[config.mk]
export PLATFORM = sky130hd
export DESIGN_NAME = ahb_sram_pattern_master
export DESIGN_NICKNAME = d
export VERILOG_FILES = /design/src/rtl/ahb_sram_pattern_master.sv
export SDC_FILE = /design/constraint.sdc
export NUM_CORES = 1
export LEC_CHECK = 0
export CAP_MARGIN = 20
export CORE_MARGIN = 5
export CORE_UTILIZATION = 35
export CTS_CLUSTER_DIAMETER = 100
export DETAILED_ROUTE_END_ITERATION = 8
export GPL_TIMING_DRIVEN = 0
export PLACE_DENSITY = 0.59
export SETUP_SLACK_MARGIN = 0.05
export SLEW_MARGIN = 20
export SYNTH_ARGS = -nofsm -noshare
export SYNTH_HDL_FRONTEND = slang
export SYNTH_SLANG_ARGS = --single-unit
export TNS_END_PERCENT = 1
[constraint.sdc]
create_clock -name hclk -period 7.3 [get_ports hclk]
set_input_delay 1.46 -clock hclk [delete_from_list [all_inputs] [get_ports hclk]]
set_output_delay 1.46 -clock hclk [all_outputs]
set_load 0.02 [all_outputs]
[src/rtl/ahb_sram_pattern_master.sv]
// AHB-Lite master: writes SEED+k over NUM_WORDS words, reads them back and counts mismatches.
// Latency: start-to-done is 2*NUM_WORDS+3 cycles with zero wait states; each hready_out low cycle adds one.
// Backpressure: hready_out low holds address, control and write data; an ERROR response aborts the run.
module ahb_sram_pattern_master #(
    parameter logic [31:0] BASE_ADDR = 32'h0000_0000,
    parameter int unsigned NUM_WORDS = 8192,
    parameter logic [31:0] SEED      = 32'h0000_0000
) (
    input  logic        hclk,
    input  logic        hrst_n,
    input  logic        start,
    output logic        hsel,
    output logic [1:0]  htrans,
    output logic [2:0]  hsize,
    output logic [2:0]  hburst,
    output logic        hwrite,
    output logic [31:0] haddr,
    output logic [31:0] hwdata,
    output logic        hready,
    input  logic [31:0] hrdata,
    input  logic        hready_out,
    input  logic [1:0]  hresp,
    output logic        busy,
    output logic        done,
    output logic        pass,
    output logic [15:0] err_cnt,
    output logic [31:0] first_err_addr,
    output logic        bus_err
);
    typedef enum logic [2:0] {S_IDLE, S_WR, S_WR_TAIL, S_RD, S_RD_TAIL, S_DONE} state_t;

    localparam logic [1:0]  TR_IDLE   = 2'b00;
    localparam logic [1:0]  TR_NONSEQ = 2'b10;
    localparam logic [1:0]  TR_SEQ    = 2'b11;
    localparam logic [1:0]  RESP_ERR  = 2'b01;
    localparam logic [15:0] LAST_IDX  = 16'(NUM_WORDS - 1);

    state_t      state;
    logic [15:0] idx;
    logic        dp_vld;
    logic [31:0] dp_addr;
    logic [31:0] dp_exp;
    logic        resp_err;
    logic        in_rd;
    logic        mism;
    logic [15:0] err_cnt_nxt;

    assign hsize  = 3'b010;
    assign hburst = 3'b001;
    assign hready = 1'b1;

    // dp_* track the transfer whose data phase is in flight this cycle
    assign resp_err    = dp_vld && (hresp == RESP_ERR);
    assign in_rd       = (state == S_RD) || (state == S_RD_TAIL);
    assign mism        = in_rd && dp_vld && hready_out && (hrdata != dp_exp);
    assign err_cnt_nxt = (mism && (err_cnt != 16'hFFFF)) ? err_cnt + 16'd1 : err_cnt;

    always_ff @(posedge hclk or negedge hrst_n) begin
        if (!hrst_n) begin
            state          <= S_IDLE;
            hsel           <= 1'b0;
            htrans         <= TR_IDLE;
            hwrite         <= 1'b0;
            haddr          <= 32'h0;
            hwdata         <= 32'h0;
            busy           <= 1'b0;
            done           <= 1'b0;
            pass           <= 1'b0;
            err_cnt        <= 16'h0;
            first_err_addr <= 32'h0;
            bus_err        <= 1'b0;
            idx            <= 16'h0;
            dp_vld         <= 1'b0;
            dp_addr        <= 32'h0;
            dp_exp         <= 32'h0;
        end else if (resp_err) begin
            state   <= S_DONE;
            hsel    <= 1'b0;
            htrans  <= TR_IDLE;
            busy    <= 1'b0;
            done    <= 1'b1;
            pass    <= 1'b0;
            bus_err <= 1'b1;
            dp_vld  <= 1'b0;
        end else begin
            case (state)
                S_IDLE, S_DONE: begin
                    if (start) begin
                        state          <= S_WR;
                        done           <= 1'b0;
                        pass           <= 1'b0;
                        err_cnt        <= 16'h0;
                        first_err_addr <= 32'h0;
                        bus_err        <= 1'b0;
                        busy           <= 1'b1;
                        hsel           <= 1'b1;
                        htrans         <= TR_NONSEQ;
                        hwrite         <= 1'b1;
                        haddr          <= BASE_ADDR;
                        idx            <= 16'h0;
                        dp_vld         <= 1'b0;
                    end
                end
                S_WR: begin
                    if (hready_out) begin
                        dp_vld <= 1'b1;
                        hwdata <= SEED + {16'h0, idx};
                        if (idx == LAST_IDX) begin
                            htrans <= TR_IDLE;
                            state  <= S_WR_TAIL;
                        end else begin
                            idx    <= idx + 16'd1;
                            haddr  <= haddr + 32'd4;
                            htrans <= TR_SEQ;
                        end
                    end
                end
                S_WR_TAIL: begin
                    if (hready_out) begin
                        dp_vld <= 1'b0;
                        htrans <= TR_NONSEQ;
                        hwrite <= 1'b0;
                        haddr  <= BASE_ADDR;
                        idx    <= 16'h0;
                        state  <= S_RD;
                    end
                end
                S_RD: begin
                    if (hready_out) begin
                        err_cnt <= err_cnt_nxt;
                        if (mism && (err_cnt == 16'h0)) begin
                            first_err_addr <= dp_addr;
                        end
                        dp_vld  <= 1'b1;
                        dp_addr <= haddr;
                        dp_exp  <= SEED + {16'h0, idx};
                        if (idx == LAST_IDX) begin
                            htrans <= TR_IDLE;
                            state  <= S_RD_TAIL;
                        end else begin
                            idx    <= idx + 16'd1;
                            haddr  <= haddr + 32'd4;
                            htrans <= TR_SEQ;
                        end
                    end
                end
                S_RD_TAIL: begin
                    if (hready_out) begin
                        err_cnt <= err_cnt_nxt;
                        if (mism && (err_cnt == 16'h0)) begin
                            first_err_addr <= dp_addr;
                        end
                        dp_vld <= 1'b0;
                        hsel   <= 1'b0;
                        busy   <= 1'b0;
                        done   <= 1'b1;
                        pass   <= (err_cnt_nxt == 16'h0) && !bus_err;
                        state  <= S_DONE;
                    end
                end
                default: state <= S_IDLE;
            endcase
        end
    end
endmodule
==> key figures, run 1 <==
Finish
  • Antenna cells: 0
  • Most frequent cells in the layout: 166 x dfrtp_1, 137 x clkdlybuf4s50_1, 118 x nand2_1, 74 x o21ai_0, 59 x nor2_1
  • Fin util: 46.11%
  • Synth-to-layout area growth: 30.57%
  • Layout cells sized above 1: 14.62%
  • Final #Nets: 1041
  • Fillcell total: approximately 2300
  • Non-Filler Instances: 1331
  • Commonest non-fill, non-tap cell in the layout: dfrtp_1

Setup path
  • Critical path type: input port to flop
  • Crit path max-delay family: buffers and inverters
  • Reg2reg path depth: 8
  • Worst path bufs/invs: 3
  • Cell chain of the critical path: clkdlybuf4s50_1 > xnor2_1 > nand4_1 > nor3_1 > clkbuf_1 > a21oi_1 > buf_2 > mux2i_1 > o2111ai_1 > o21ai_1
  • Flop-to-flop setup slack: 4130 ps
  • Worst flop-to-flop path endpoint: pass
  • Max incr delay on CP: 830 ps
  • R2r startpoint: err_cnt[0]
  • Critical Path End Type: flop
  • Crit Path Max Fanout: 10
  • Arrival time worst endpoint: 4370 ps
  • Crit path required time: 7650 ps
  • Critical-path top delay cell: nor3_1
  • CP Launch Type: input port

STA
  • Final min period: 4023 ps
  • Highest clock rate: 248.6 MHz
  • Tightest Pin Transition: 1002 ps
  • Final setup margin: 3277 ps
  • Post-route clock period utilization: 55.11%
  • Worst Skew: 14.21 ps
  • Hold Vio Cnt, Final: 0
  • Unrepaired setup endpoints after global routing: no
  • Setup Viol. Count Final: 0
  • Slew HR: 32.69%
  • Fin. max-slew vios: 0

Placed design
  • Placer congestion estimate: 0.9012
  • Placement Setup Slack: roughly 2800 ps
  • PortBufs: around 140
  • DPL Wire Length: 15870 um
  • Placed cell count: 1299

Routing
  • DRT iter0 DRCs: ~300
  • Detailed-route via count: 6460
  • Number of routed nets with antenna violations: 0
  • Vias/cell: 4.853
  • DR pass1 iterations: 4
  • Wire length per cell: between 15 and 20 um
  • Post-Route WL: 21850 um
  • Drt drc: 0

Synth
  • Main synth FF type: dfrtp_1
  • #FFs+latches synth: 166
  • Mapped cell area: 8214 um2
  • Synth cell types: 67
  • Cells after synthesis: 818
  • Register area share after synthesis: 50.57%
  • Dominant cells by area after synthesis: dfrtp_1 51%, mux2_2 7.5%, nand2_1 5.4%, o21ai_0 4.5%, xnor2_1 4.5%
  • Syn avg cell area: 10.04 um2
  • Top cell type's share of synthesized area: 50.57%
  • YS warnings: 0
  • Synth area leader: dfrtp_1
  • Ys async rst share: 100.0%
  • EDFF count, synth: 0

Power and ir drop
  • PwrDens: between 200 and 300 nW/um2
  • Static leakage: 4.567 nW
  • VDD IR-drop max: 0.1592 mV

GRT
  • GR Overflow Total: 0
  • First-pass GRT wire length: 35060 um
  • Initial antenna violation count: 0
  • Number of global-route vias before repair: approximately 6400
  • Largest net degree at the start of global routing: 88
  • Global Route Usage Sum: 16.60%

CTS
  • CTS max path bufs: 2
  • H-tree depth: 4
  • Num CTS Buffers: 17
  • CTS Hold Bufs: 0
  • TritonCTS clock tree: built
  • Post-CTS setup buffers: 0
  • Clk Tree Root Cell: clkbuf_16
  • Worst skew pair latency: 430 ps
  • Total clock sinks: 166
  • Post-cts gate resize count: 0
  • Clock-pin slew on the worst setup and hold paths: 70 ps

Worst hold path
  • Worst Hold End: first_err_addr[15]
  • HP Start: first_err_addr[15]
  • Hold Path Class: flop to flop
  • Hold depth: 2

Die
  • Initial Util: 35.31%
  • Die Area: 26630 um2
  • Die Ht: 163.2 um
  • I/O pins: 165
  • Row Count: 56
  • Die width: 163.2 um
  • Core area: around 23000 um2

Status
  • Outcome: complete, no violations

Run
  • Max_cap viols: 0
==> where the power goes <==
part	switching [W]	leakage [nW]	total, W	internal, W
Combinational	0.000566	1.99	0.000920	0.000354
Clock	0.000407	0.306	0.000944	0.000536
Sequential	0.000103	2.27	0.00114	0.00104
==> logic make-up (layout without fill, tap and decap cells) <==
| logic type | count (synthesis) | after routing | share of synthesized area [%] |
|---|---|---|---|
| and+or+nand+nor | 305 | 305 | 18.89 |
| muxes | 59 | 59 | 8.027 |
| adders and majority gates | 4 | 4 | 0.6093 |
| other | 2 | 25 | 0.09143 |
| xor gates and xnor gates | 53 | 53 | 5.651 |
| buffers and inverters | 93 | 264 | 5.971 |
| AOI/OAI and AO/OA | 136 | 136 | 10.19 |
| DFF | 166 | 166 | 50.57 |
==> tightest hold or removal path, cell delays in order, from the launching register on <==
cell and delay [ps]:
dfrtp_1 340, nand2_1 40, o21ai_0 60
==> flip-flops by register name, summed over array words and instances, names as in the netlist, 2 cells and up <==
register	count
dp_addr	30
dp_exp	16
err_cnt	16
first_err_addr	31
haddr	30
htrans	2
hwdata	16
idx	16
state	3
==> metrics by stage <==
step                setup TNS [ps]  hold WS, ps  area, um2  total power, W
floorplan                        0        449.7       8300        0.001700
global placement           -382790        465.1      10080        0.002076
detailed placement               0        469.7      10110        0.002089
CTS                              0        485.0      10730        0.003041
global route                     0        503.1      10730        0.003158
finish                           0        478.8      10730        0.003003
==> layer usage <==
metal	vias to the layer above	share of wire (%)	global-route usage, %
met2	139	47	26.70
li1	3171	-	-
met1	3127	48	23.20
met3	23	3.4	2.473
met5	-	0	0
met4	0	1.7	5.223
==> worst max path at each step <==
stage,startpoint,endpoint,cells past startpoint
after CTS,hrdata[6],pass,10
final,hrdata[6],pass,10
after floorplan,hready_out,pass,8
after global routing,hrdata[17],pass,10
after detailed placement,hrdata[6],pass,10
after global placement,hrst_n,dp_exp[15],1
==> cells in the mapped netlist (all sizes together), types with 5 or more instances <==
cell type and instances:
mux2 55, o41ai 5, a21oi 17, o31ai 7, o21ai 76, and3 9, and4 5, or3 7
nand3 27, nor2 59, nor4 20, clkbuf 39, nand2 118, inv 18, buf 36, xor2 11
dfrtp 166, xnor2 42, nand4 17, nor3 15, nand2b 5
==> final cells by class <==
class	count	area, um2	share of cell area [%]
inverter	18	67.56	0.6300
tap	319	399.1	3.721
timing repair buffer	139	1414	13.18
buffer	75	422.9	3.943
clock inverter	13	158.9	1.482
multi-input combinational	582	3656	34.09
sequential	166	4154	38.73
clock buffer	19	452.9	4.223
(Power assumes the default switching activity.)
==> run 2: changes to the inputs <==
==> constraint.sdc (replaced) <==
create_clock -name hclk -period 4.02 [get_ports hclk]
set_input_delay 0.804 -clock hclk [delete_from_list [all_inputs] [get_ports hclk]]
set_output_delay 0.804 -clock hclk [all_outputs]
set_load 0.02 [all_outputs]
==> results of run 2 <==
The final DEF is identical to that of run 1. Status: complete, no violations.
Main changes from that run: setup slack after placement 2824 ps -> 199.6 ps; setup slack after layout 3277 ps -> 652.8 ps; hold slack 478.8 ps -> 355.6 ps; register-to-register setup slack 4130 ps -> 850 ps; total power 0.003003 W -> 0.005453 W; worst IR drop on VDD 0.1592 mV -> 0.2891 mV
